**config.mk**
```make
export PLATFORM = sky130hd
export DESIGN_NAME = fetch_unit_flat
export DESIGN_NICKNAME = d
export VERILOG_FILES = /design/src/rtl/fetch_unit_if.sv /design/src/rtl/fetch_unit.sv /design/src/flat_wrapper.sv
export SDC_FILE = /design/constraint.sdc
export NUM_CORES = 1
export LEC_CHECK = 0
export CAP_MARGIN = 20
export CORE_UTILIZATION = 25
export CTS_CLUSTER_DIAMETER = 100
export DETAILED_ROUTE_END_ITERATION = 8
export RECOVER_POWER = 50
export SYNTH_ARGS = -nofsm -noshare
export SYNTH_HDL_FRONTEND = slang
export SYNTH_SLANG_ARGS = --single-unit
```
**constraint.sdc**
```tcl
create_clock -name clk -period 1.9 [get_ports clk]
set_input_delay 0.38 -clock clk [delete_from_list [all_inputs] [get_ports clk]]
set_output_delay 0.38 -clock clk [all_outputs]
set_load 0.005 [all_outputs]
```
**src/rtl/fetch_unit_if.sv**
```systemverilog
// rtl/fetch_unit_if.sv - fetch stage bus: instruction memory, hazard controls, IF/ID outputs
//
// Purpose: bundles every fetch_unit signal except clk/rst.
// Ports (master = fetch_unit side):
//   pc_out          out 32  current PC, drives instruction-memory address
//   instr_in        in  32  instruction read asynchronously at pc_out
//   stall           in  1   hold PC and IF/ID
//   flush           in  1   replace IF/ID contents with a bubble
//   redirect        in  1   taken branch or jump
//   redirect_pc     in  32  redirect target, bits [1:0] ignored
//   if_id_instr     out 32  registered instruction
//   if_id_pc4       out 32  registered PC+4 of that instruction
//   if_id_valid     out 1   IF/ID holds a real instruction
//   perf_fetch_cnt  out 32  valid instructions loaded into IF/ID
//   perf_stall_cnt  out 32  stalled cycles
interface fetch_unit_if;
    logic [31:0] pc_out;
    logic [31:0] instr_in;
    logic        stall;
    logic        flush;
    logic        redirect;
    logic [31:0] redirect_pc;
    logic [31:0] if_id_instr;
    logic [31:0] if_id_pc4;
    logic        if_id_valid;
    logic [31:0] perf_fetch_cnt;
    logic [31:0] perf_stall_cnt;

    modport master (
        output pc_out,
        input  instr_in,
        input  stall,
        input  flush,
        input  redirect,
        input  redirect_pc,
        output if_id_instr,
        output if_id_pc4,
        output if_id_valid,
        output perf_fetch_cnt,
        output perf_stall_cnt
    );

    modport slave (
        input  pc_out,
        output instr_in,
        output stall,
        output flush,
        output redirect,
        output redirect_pc,
        input  if_id_instr,
        input  if_id_pc4,
        input  if_id_valid,
        input  perf_fetch_cnt,
        input  perf_stall_cnt
    );
endinterface

```
**src/rtl/fetch_unit.sv**
```systemverilog
// rtl/fetch_unit.sv - MIPS instruction-fetch stage: PC register and IF/ID pipeline register
//
// Purpose: holds the PC, presents it to an asynchronous instruction memory,
// captures the returned instruction into IF/ID and handles stall, flush and
// branch/jump redirect.
// Parameters:
//   RESET_PC  PC value loaded on reset
// Ports:
//   clk  in  rising-edge clock
//   rst  in  synchronous reset, active-high
//   bus  fetch_unit_if.master (see rtl/fetch_unit_if.sv)
// Optional feature: define FETCH_PERF_EN to build the fetch/stall performance
// counters; otherwise both perf outputs are tied to zero.
module fetch_unit #(
    parameter logic [31:0] RESET_PC = 32'h0000_0000
) (
    input  logic         clk,
    input  logic         rst,
    fetch_unit_if.master bus
);

    logic [31:0] pc;
    logic [31:0] pc_inc;
    logic [31:0] if_id_instr_q;
    logic [31:0] if_id_pc4_q;
    logic        if_id_valid_q;
    logic        unused_ok;

    assign pc_inc = pc + 32'd4;

    assign bus.pc_out      = pc;
    assign bus.if_id_instr = if_id_instr_q;
    assign bus.if_id_pc4   = if_id_pc4_q;
    assign bus.if_id_valid = if_id_valid_q;

    // Targets are word aligned; the low bits of redirect_pc carry no meaning.
    assign unused_ok = ^bus.redirect_pc[1:0];

    // Redirect wins over stall so a taken branch is never lost to a hazard hold.
    always_ff @(posedge clk) begin
        if (rst) begin
            pc <= RESET_PC;
        end else if (bus.redirect) begin
            pc <= {bus.redirect_pc[31:2], 2'b00};
        end else if (!bus.stall) begin
            pc <= pc_inc;
        end
    end

    // A redirect drops the wrong-path instruction fetched this cycle. flush with
    // stall clears IF/ID while the PC holds, so the held word is refetched.
    always_ff @(posedge clk) begin
        if (rst || bus.flush || bus.redirect) begin
            if_id_instr_q <= 32'd0;
            if_id_pc4_q   <= 32'd0;
            if_id_valid_q <= 1'b0;
        end else if (!bus.stall) begin
            if_id_instr_q <= bus.instr_in;
            if_id_pc4_q   <= pc_inc;
            if_id_valid_q <= 1'b1;
        end
    end

`ifdef FETCH_PERF_EN
    logic [31:0] fetch_cnt;
    logic [31:0] stall_cnt;

    always_ff @(posedge clk) begin
        if (rst) begin
            fetch_cnt <= 32'd0;
            stall_cnt <= 32'd0;
        end else begin
            if (!bus.flush && !bus.redirect && !bus.stall) begin
                fetch_cnt <= fetch_cnt + 32'd1;
            end
            if (bus.stall && !bus.redirect && !bus.flush) begin
                stall_cnt <= stall_cnt + 32'd1;
            end
        end
    end

    assign bus.perf_fetch_cnt = fetch_cnt;
    assign bus.perf_stall_cnt = stall_cnt;
`else
    assign bus.perf_fetch_cnt = 32'd0;
    assign bus.perf_stall_cnt = 32'd0;
`endif

endmodule
```
**src/flat_wrapper.sv**
```systemverilog
// flat-port wrapper written by rule: the top's interface ports become plain ports
module fetch_unit_flat 
#(
    parameter logic [31:0] RESET_PC = 32'h0000_0000
)
  (clk, rst, bus_pc_out, bus_instr_in, bus_stall, bus_flush, bus_redirect, bus_redirect_pc, bus_if_id_instr, bus_if_id_pc4, bus_if_id_valid, bus_perf_fetch_cnt, bus_perf_stall_cnt);
  fetch_unit_if bus_i ();
  input  logic clk;
  input  logic rst;
  output wire logic [$bits(bus_i.pc_out)-1:0] bus_pc_out;
  input wire logic [$bits(bus_i.instr_in)-1:0] bus_instr_in;
  input wire logic [$bits(bus_i.stall)-1:0] bus_stall;
  input wire logic [$bits(bus_i.flush)-1:0] bus_flush;
  input wire logic [$bits(bus_i.redirect)-1:0] bus_redirect;
  input wire logic [$bits(bus_i.redirect_pc)-1:0] bus_redirect_pc;
  output wire logic [$bits(bus_i.if_id_instr)-1:0] bus_if_id_instr;
  output wire logic [$bits(bus_i.if_id_pc4)-1:0] bus_if_id_pc4;
  output wire logic [$bits(bus_i.if_id_valid)-1:0] bus_if_id_valid;
  output wire logic [$bits(bus_i.perf_fetch_cnt)-1:0] bus_perf_fetch_cnt;
  output wire logic [$bits(bus_i.perf_stall_cnt)-1:0] bus_perf_stall_cnt;
  assign bus_pc_out = bus_i.pc_out;
  assign bus_i.instr_in = bus_instr_in;
  assign bus_i.stall = bus_stall;
  assign bus_i.flush = bus_flush;
  assign bus_i.redirect = bus_redirect;
  assign bus_i.redirect_pc = bus_redirect_pc;
  assign bus_if_id_instr = bus_i.if_id_instr;
  assign bus_if_id_pc4 = bus_i.if_id_pc4;
  assign bus_if_id_valid = bus_i.if_id_valid;
  assign bus_perf_fetch_cnt = bus_i.perf_fetch_cnt;
  assign bus_perf_stall_cnt = bus_i.perf_stall_cnt;
  fetch_unit #(.RESET_PC(RESET_PC)) u_core (.clk(clk), .rst(rst), .bus(bus_i));
endmodule
```
==> results of run 1 <==
worst max-delay path by stage:
stage | from | end | slack, ps | cells past startpoint
after CTS | u_core.bus.pc_out[3] | u_core.bus.pc_out[28] | 10 | 7
after detailed placement | u_core.bus.pc_out[3] | u_core.bus.if_id_pc4[28] | 60 | 7
after floorplan | u_core.bus.pc_out[2] | u_core.bus.pc_out[14] | 9 | 6
final | u_core.bus.pc_out[18] | bus_pc_out[18] | 70 | 2
after global placement | u_core.bus.pc_out[3] | u_core.bus.if_id_pc4[28] | 60 | 7
after global routing | u_core.bus.pc_out[3] | u_core.bus.pc_out[28] | -20 | 7
cell usage in the layout (no fill, tap or decap), drive strengths merged, types with 4 or more instances in the layout:
master         synthesis  layout
a211oi                12      12
a21oi                 40      40
a311oi                 4       4
and3                   5       5
buf                   82      54
clkbuf                27      15
clkdlybuf4s50          0     119
conb                   1      68
dfxtp                 93      93
dlygate4sd3            0      39
inv                    8      10
mux2i                 38      38
nand2                 23      23
nand3                 17      17
nand4                 15      15
nor2                  79      79
nor3                  13      13
nor4                   7       7
o21a                   5       5
o21ai                 25      25
or3                    9       9
xnor2                 24      24
xor2                  25      25
layout make-up:
type                    instances  area share
clock inverters                 5    0.008980
repair buffers                216      0.2893
clock buffers                  11     0.03575
flip-flops and latches         93      0.2636
multi-input cells             421      0.3564
well taps                     234     0.04120
inverters                       9    0.004754
Yosys cell counts (2+ instances only):
master / number / area, µm²
and3_1: 5 / 31.28
nor3_1: 11 / 55.05
nand2_1: 23 / 86.33
buf_4: 71 / 533.0
buf_2: 7 / 35.03
xnor2_1: 24 / 210.2
mux2i_1: 38 / 380.4
nand4_1: 14 / 87.58
inv_1: 7 / 26.28
buf_1: 4 / 15.01
a211oi_1: 12 / 90.09
o21a_1: 5 / 37.54
nor3_2: 2 / 20.02
or4_1: 2 / 15.01
nand3_2: 2 / 20.02
or3_1: 9 / 56.30
o22ai_1: 2 / 12.51
nor2_1: 79 / 296.5
dfxtp_1: 93 / 1862
xor2_1: 25 / 219.0
o21ai_0: 25 / 125.1
nand3_1: 14 / 70.07
clkbuf_1: 26 / 97.59
nor4_1: 6 / 37.54
a21oi_1: 40 / 200.2
a311oi_1: 4 / 35.03
flip-flops by register name, summed over array words and instances, names as in the netlist:
register,cells
u_core.bus.pc_out,30
u_core.bus.if_id_instr,32
u_core.bus.if_id_valid,1
u_core.bus.if_id_pc4,30
critical path: cells and delay by family, from the launching register on:
family	cells	cell delay (ps)
flops	1	410
buf+inv	2	690
power breakdown:
part,switching (mW),internal [mW]
clock,0.822,1.11
combinational,0.331,0.400
sequential,0.0618,2.02
total,1.21,3.53
repair_timing:
action / 4_1_cts / 5_1_grt
resized for setup: 2 / 11
gates cloned: 0 / 0
setup endpoints to repair: 2 / 20
buffers inserted: 0 / 2
pin swaps: 0 / 3
endpoints found under the hold margin: 0 / 0
logic make-up (layout without fill, tap and decap cells):
logic type      count (synthesis)  in the layout  share of synthesized area
xor+xnor                       49             49                    0.08953
mux                            38             38                    0.07935
compound gates                 90             90                     0.1078
buf+inv                       118            241                     0.1501
fa+ha+maj                       1              1                   0.002610
other cells                     1             68                  0.0007823
simple gates                  175            175                     0.1814
flops                          93             93                     0.3884
metal layers:
layer | global-route usage | wire (µm) | vias up
li1 | - | - | 2156
met1 | 0.1728 | 6195 | 1960
met2 | 0.2547 | 6814 | 166
met3 | 0.06530 | 1384 | 15
met4 | 0.04233 | 204 | 0
met5 | 0 | 0 | -
==> impl_metrics.ini, run 1 <==
[worst_setup_path]
cp.arrival_ps = 1450
rr_endpoint = u_core.bus.pc_out[28]
crit_type = reg2out
r2r_setup_slack_ps = 70
startpoint_type = flip-flop
required_ps = 1520
worst_setup_path_end_kind = output pin
cp_slowest_cell = clkdlybuf4s50_1
crit_chain = buf_4, clkdlybuf4s50_1
r2r_start = u_core.bus.pc_out[3]
reg2reg_depth = 7
cp_max_fo = 4
slowest_delay_ps = 520

[sta]
finalSetupTns_ps = 0
drv_slew = 0
setup_ws_ps = 69.95
finalCriticalPeriod_ps = 1830
timing.hold.ws_ps = 451.8
skew_ps = 9.810
finalCritPeriodShare = 0.9632
relSlewSlack = 0.5056
finalSetupViolations = 0
rsz0062_at_grt = true
hold_violations = 0
tightest_slew_ps = 741.7
max_freq_ghz = 0.5464

[power]
power_density_nw_per_um2 = 667.9
p_leak_nw = 2.882
power_mw = 4.746
ir_worst_vdd_uv = 502.0

[final_layout]
drive_gt1_frac = 0.1258
seq_area_um2 = 1873
insertedDiodeCount = 0
fin_nets = 820
multiInputGateArea_um2 = 2532
fin_util = 0.3786
instances_no_fill = 989
fin_area_um2 = 7106
fillerInstances = 1948
syn_to_final_growth_pct = 48.24

[run]
cap_violations = 0

[detailed_routing]
drc = 0
drt_iter0_markers = 139
ant_nets = 0
wire_per_inst_um = 14.76
firstDrtPassIters = 4
vias = 4297
via_per_inst = 4.345
wl_mm = 14.60

[clock_tree]
cts_buffers = 9
cts_tree = done
clkTransAtPathRegs_ps = 70
clkLatencyLatePin_ps = 350
htreeDepth = 3
numClockSinks = 93
clock_path_buffers = 2
cts_hold_buf = 0
clockRootBuffer = clkbuf_16

[yosys]
synth_edf_count = 0
ys_warn_count = 0
yosysUniqueCellTypes = 41
seq_area_frac_synth = 0.3884
synth-main-ff-cell = dfxtp_1
ys_ff_latch = 93
synthCells = 565
syn-cell-area_um2 = 4793
postSynthAreaPerCell_um2 = 8.484
async_reset_ff_frac = 0

[floorplanning]
core.rowCount = 50
num_io_pins = 230
die_x_um = 140.5
fp.dieH_um = 140.5
start_util = 0.2554
core_area_um2 = 18770
die_area_um2 = 19730

[global_routing]
grt_max_degree = 30
grt_pass1_wl_mm = 22.91
grt_pass1_vias = 4265
grt.total_usage = 0.1508
antenna_found_initial = 0
overflow = 0

[place]
place_area_um2 = 6761
dpl_worst_slack_ps = 63.93
post-dp-hpwl_mm = 11.07
io_buffers = 159
dp_cells = 971
place_congestion = 0.7959

[min_path]
hold_class = reg2reg
min_to = u_core.bus.if_id_valid
hp-start = u_core.bus.if_id_valid
whs_path_depth = 1

[status]
outcome = finished, final reports clean
Note: power is estimated with default switching activity, not from simulation.
==> run 2: changes to the inputs <==
--- a/config.mk
+++ b/config.mk
@@ -9,7 +9,7 @@
 export CORE_UTILIZATION = 25
 export CTS_CLUSTER_DIAMETER = 100
 export DETAILED_ROUTE_END_ITERATION = 8
-export RECOVER_POWER = 50
+export RECOVER_POWER = 25
 export SYNTH_ARGS = -nofsm -noshare
 export SYNTH_HDL_FRONTEND = slang
 export SYNTH_SLANG_ARGS = --single-unit
==> run 2 against run 1 <==
Design area increased by 0.30%. Global-route usage unchanged. Total power increased by 0.22%. Highest routed layer unchanged.
==> impl_metrics.ini, run 2 (synthesis gave the netlist of run 1 again) <==
[detailed_routing]
drt_iter0_markers = 144
wire_per_inst_um = 14.76
wl_mm = 14.60
drc = 0
ant_nets = 0
firstDrtPassIters = 4
vias = 4294
via_per_inst = 4.342

[worst_setup_path]
required_ps = 1520
crit_chain = buf_4, clkdlybuf4s50_1
cp.arrival_ps = 1450
cp_max_fo = 4
cp_num_buf_inv = 2
startpoint_type = flip-flop
cp_slowest_cell = clkdlybuf4s50_1
crit_family = buffers and inverters
slowest_delay_ps = 520
crit_type = reg2out
worst_setup_path_end_kind = output pin

[sta]
finalSetupTns_ps = 0
rsz0062_at_grt = true
tightest_slew_ps = 745.0
hold_violations = 0
drv_slew = 0
finalSetupViolations = 0
timing.hold.ws_ps = 457.1
finalCritPeriodShare = 0.9628
finalCriticalPeriod_ps = 1829
max_freq_ghz = 0.5467
skew_ps = 9.467
relSlewSlack = 0.5034

[final_layout]
drive_gt1_frac = 0.1298
syn_to_final_growth_pct = 48.68
final_cell_mix = clkdlybuf4s50_1, dfxtp_1, nor2_1
fillerInstances = 1945
layout_commonest_cell = clkdlybuf4s50_1
largest_register_ffs = 32
fin_nets = 820
insertedDiodeCount = 0

[place]
place_congestion = 0.7959
post-dp-hpwl_mm = 11.07
io_buffers = 159

[global_routing]
use_met3 = 0.06530
grt_pass1_wl_mm = 22.91
top_usage_layer = met2
grt.total_usage = 0.1508
grt_pass1_vias = 4265
grtUsageMet1 = 0.1728
use_met2 = 0.2547
antenna_found_initial = 0
grt_max_degree = 30
overflow = 0

[floorplanning]
die_x_um = 140.5
start_util = 0.2554
die_area_um2 = 19730
core_area_um2 = 18770
fp.dieH_um = 140.5
num_io_pins = 230
core.rowCount = 50

[clock_tree]
numClockSinks = 93
htreeDepth = 3
cts_tree = done
clkLatencyLatePin_ps = 350
cts_buffers = 9
clkTransAtPathRegs_ps = 70
clockRootBuffer = clkbuf_16
clock_path_buffers = 2

[power]
ir_worst_vdd_uv = 502.8
p_leak_nw = 2.763
power_density_nw_per_um2 = 667.4

[status]
outcome = finished, final reports clean

[run]
cap_violations = 0

[min_path]
hold_class = reg2reg
[run 2: repair_timing]
action,4_1_cts,5_1_grt
pin swaps,0,3
setup buffers,0,2
setup endpoints to repair,2,20
hold buffers,0,0
resized for setup,2,11
[run 2: worst paths after layout]
path,startpoint,end,slack [ps],depth (start not counted)
max,u_core.bus.pc_out[18],bus_pc_out[18],70,2
min,u_core.bus.if_id_valid,u_core.bus.if_id_valid,460,1
max reg2reg,u_core.bus.pc_out[3],u_core.bus.pc_out[28],80,7
min reg2reg,u_core.bus.if_id_valid,u_core.bus.if_id_valid,460,1
[run 2: metrics by stage]
step	cells	area [µm²]	total power [mW]	util	setup slack, ps
2_1_floorplan	632	5075	2.542	-	9.252
3_5_place_dp	971	6761	2.875	0.3603	63.93
5_1_grt	989	7127	4.988	0.3797	-17.92
4_1_cts	987	7087	4.831	0.3776	12.35
3_3_place_gp	971	6761	2.871	0.3603	61.13
6_report	989	7127	4.756	0.3797	70.69
[run 2: layer usage]
metal  vias to the layer above  part of all wire
met2                       168              0.47
met4                         0             0.013
met1                      1958              0.42
met3                        13             0.096
met5                         -                 0
li1                       2155                 -
[run 2: cell type report]
type                    instances  area, µm²  area share
multi-input cells             421       2537      0.3560
repair buffers                216       2072      0.2907
flip-flops and latches         93       1873      0.2628
well taps                     234      292.8     0.04108
clock buffers                  11      254.0     0.03564
clock inverters                 5      63.81    0.008954
inverters                       9      33.78    0.004740
[run 2: where the power goes]
group | leakage, nW | switching [mW] | internal [mW] | total [mW]
logic | 1.85 | 0.332 | 0.410 | 0.742
clock network | 0.152 | 0.821 | 1.11 | 1.93
registers | 0.761 | 0.0630 | 2.02 | 2.08
total | 2.76 | 1.22 | 3.54 | 4.76
==> run 3: changes to the inputs <==
--- a/config.mk
+++ b/config.mk
@@ -9,6 +9,8 @@
 export CORE_UTILIZATION = 25
 export CTS_CLUSTER_DIAMETER = 100
 export DETAILED_ROUTE_END_ITERATION = 8
+export GPL_TIMING_DRIVEN = 0
+export PLACE_DENSITY_LB_ADDON = 0.1
 export RECOVER_POWER = 25
 export SYNTH_ARGS = -nofsm -noshare
 export SYNTH_HDL_FRONTEND = slang
==> constraint.sdc (replaced) <==
create_clock -name clk -period 1.7 [get_ports clk]
set_input_delay 0.34 -clock clk [delete_from_list [all_inputs] [get_ports clk]]
set_output_delay 0.34 -clock clk [all_outputs]
set_load 0.005 [all_outputs]
==> run 3 against run 2 <==
The run now ends with setup timing left. Global-route usage is 1.4 points higher. Worst hold slack better by 4.8 ps. Clock-buffer cell count is 1 higher. Largest cell class unchanged.
==> impl_metrics.ini, run 3 (synthesis gave the netlist of run 1 again) <==
[detailed_routing]
ant_nets = 0
wl_mm = 16.49
via_per_inst = 4.333
firstDrtPassIters = 4
wire_per_inst_um = 15.31
drc = 0
drt_iter0_markers = 171
vias = 4667

[sta]
hold_violations = 0
drv_slew = 0
skew_ps = 5.705
finalSetupTns_ps = -641.3
setup_ws_ps = -128.3
rsz0062_at_grt = true
tightest_slew_ps = 706.4
finalSetupViolations = 10
finalCriticalPeriod_ps = 1828
max_freq_ghz = 0.5470
finalCritPeriodShare = 1.075
relSlewSlack = 0.5291

[min_path]
hold_class = reg2reg

[global_routing]
grt_pass1_wl_mm = 24.94
grtUsageMet1 = 0.1887
grt_max_degree = 20
top_usage_layer = met2
grt.total_usage = 0.1646
overflow = 0
antenna_found_initial = 0
grt_pass1_vias = 4602
use_met2 = 0.2803
use_met3 = 0.06974

[power]
ir_worst_vdd_uv = 536.5
power_density_nw_per_um2 = 672.5
p_leak_nw = 3.345

[floorplanning]
core.rowCount = 50
core_area_um2 = 18770
start_util = 0.2554
fp.dieH_um = 140.5
num_io_pins = 230
die_x_um = 140.5
die_area_um2 = 19730

[status]
outcome = complete, but fails checks
violations = setup timing

[final_layout]
fin_nets = 908
instances_no_fill = 1077
fin_area_um2 = 8010
insertedDiodeCount = 0
drive_gt1_frac = 0.2586
final_cell_mix = clkdlybuf4s50_1, buf_4, nor2_1
fin_util = 0.4268
layout_commonest_cell = clkdlybuf4s50_1
syn_to_final_growth_pct = 67.11
largest_register_ffs = 32

[clock_tree]
htreeDepth = 3
cts_tree = done
cts_hold_buf = 0
cts_buffers = 9
clkLatencyLatePin_ps = 350
clkTransAtPathRegs_ps = 70
clock_path_buffers = 2
clockRootBuffer = clkbuf_16
numClockSinks = 93

[worst_setup_path]
worst_setup_path_end_kind = flip-flop
cp_max_fo = 6
crit_type = reg2reg
required_ps = 1950
crit_chain = ha_4, nand3_4, or4_4, or3_1, a311oi_1
startpoint_type = flip-flop
cp.arrival_ps = 2080
slowest_delay_ps = 520
cp_slowest_cell = or4_4

[place]
io_buffers = 158
dp_cells = 1024
place_area_um2 = 7023
place_congestion = 0.8094
post-dp-hpwl_mm = 12.39

[run]
cap_violations = 0
## run 3: metrics by stage
stage / power (mW) / setup slack (ps) / hold slack, ps
6_report: 5.387 / -128.3 / 461.9
5_1_grt: 5.637 / -184.6 / 489.7
4_1_cts: 5.414 / -128.5 / 471.9
3_5_place_dp: 3.294 / -1270 / 455.7
3_3_place_gp: 3.284 / -1234 / 459.9
2_1_floorplan: 2.859 / -93.48 / 451.1
## run 3: path summary, 6_finish.rpt
kind | startpoint | endpoint | slack [ps] | depth (start not counted)
max | u_core.bus.pc_out[3] | u_core.bus.pc_out[14] | -130 | 5
min | u_core.bus.if_id_valid | u_core.bus.if_id_valid | 460 | 1
max reg2reg | u_core.bus.pc_out[3] | u_core.bus.pc_out[14] | -130 | 5
min reg2reg | u_core.bus.if_id_valid | u_core.bus.if_id_valid | 460 | 1
## run 3: report_power, final
group | switching, mW | internal [mW] | total, mW
clock | 0.871 | 1.18 | 2.05
sequential | 0.0912 | 2.26 | 2.35
combinational | 0.419 | 0.569 | 0.988
## run 3: repair_timing
action / in CTS / in global routing
cloned: 0 / 0
buffers inserted: 29 / 12
setup endpoints to repair: 94 / 74
resized for setup: 63 / 56
pin swaps: 30 / 31
## run 3: critical path: cells and delay by family (launching register included)
kind,cells,cell delay (ps)
compound gates,1,240
flops,1,380
fa+ha+maj,1,150
simple gates,3,970
## run 3: area by class of cell
cell class / instances / area (µm²)
buffer: 106 / 774.5
clock buffer: 12 / 246.5
clock inverter: 4 / 47.55
fill: 1877 / 10760
inverter: 9 / 35.03
multi-input combinational: 421 / 2776
sequential: 93 / 1911
tap: 234 / 292.8
timing repair buffer: 198 / 1927
## run 3: metal layers
metal | share of wire | vias to the layer above
met4 | 0.013 | 0
met2 | 0.47 | 185
li1 | - | 2336
met3 | 0.099 | 15
met5 | 0 | -
met1 | 0.42 | 2131
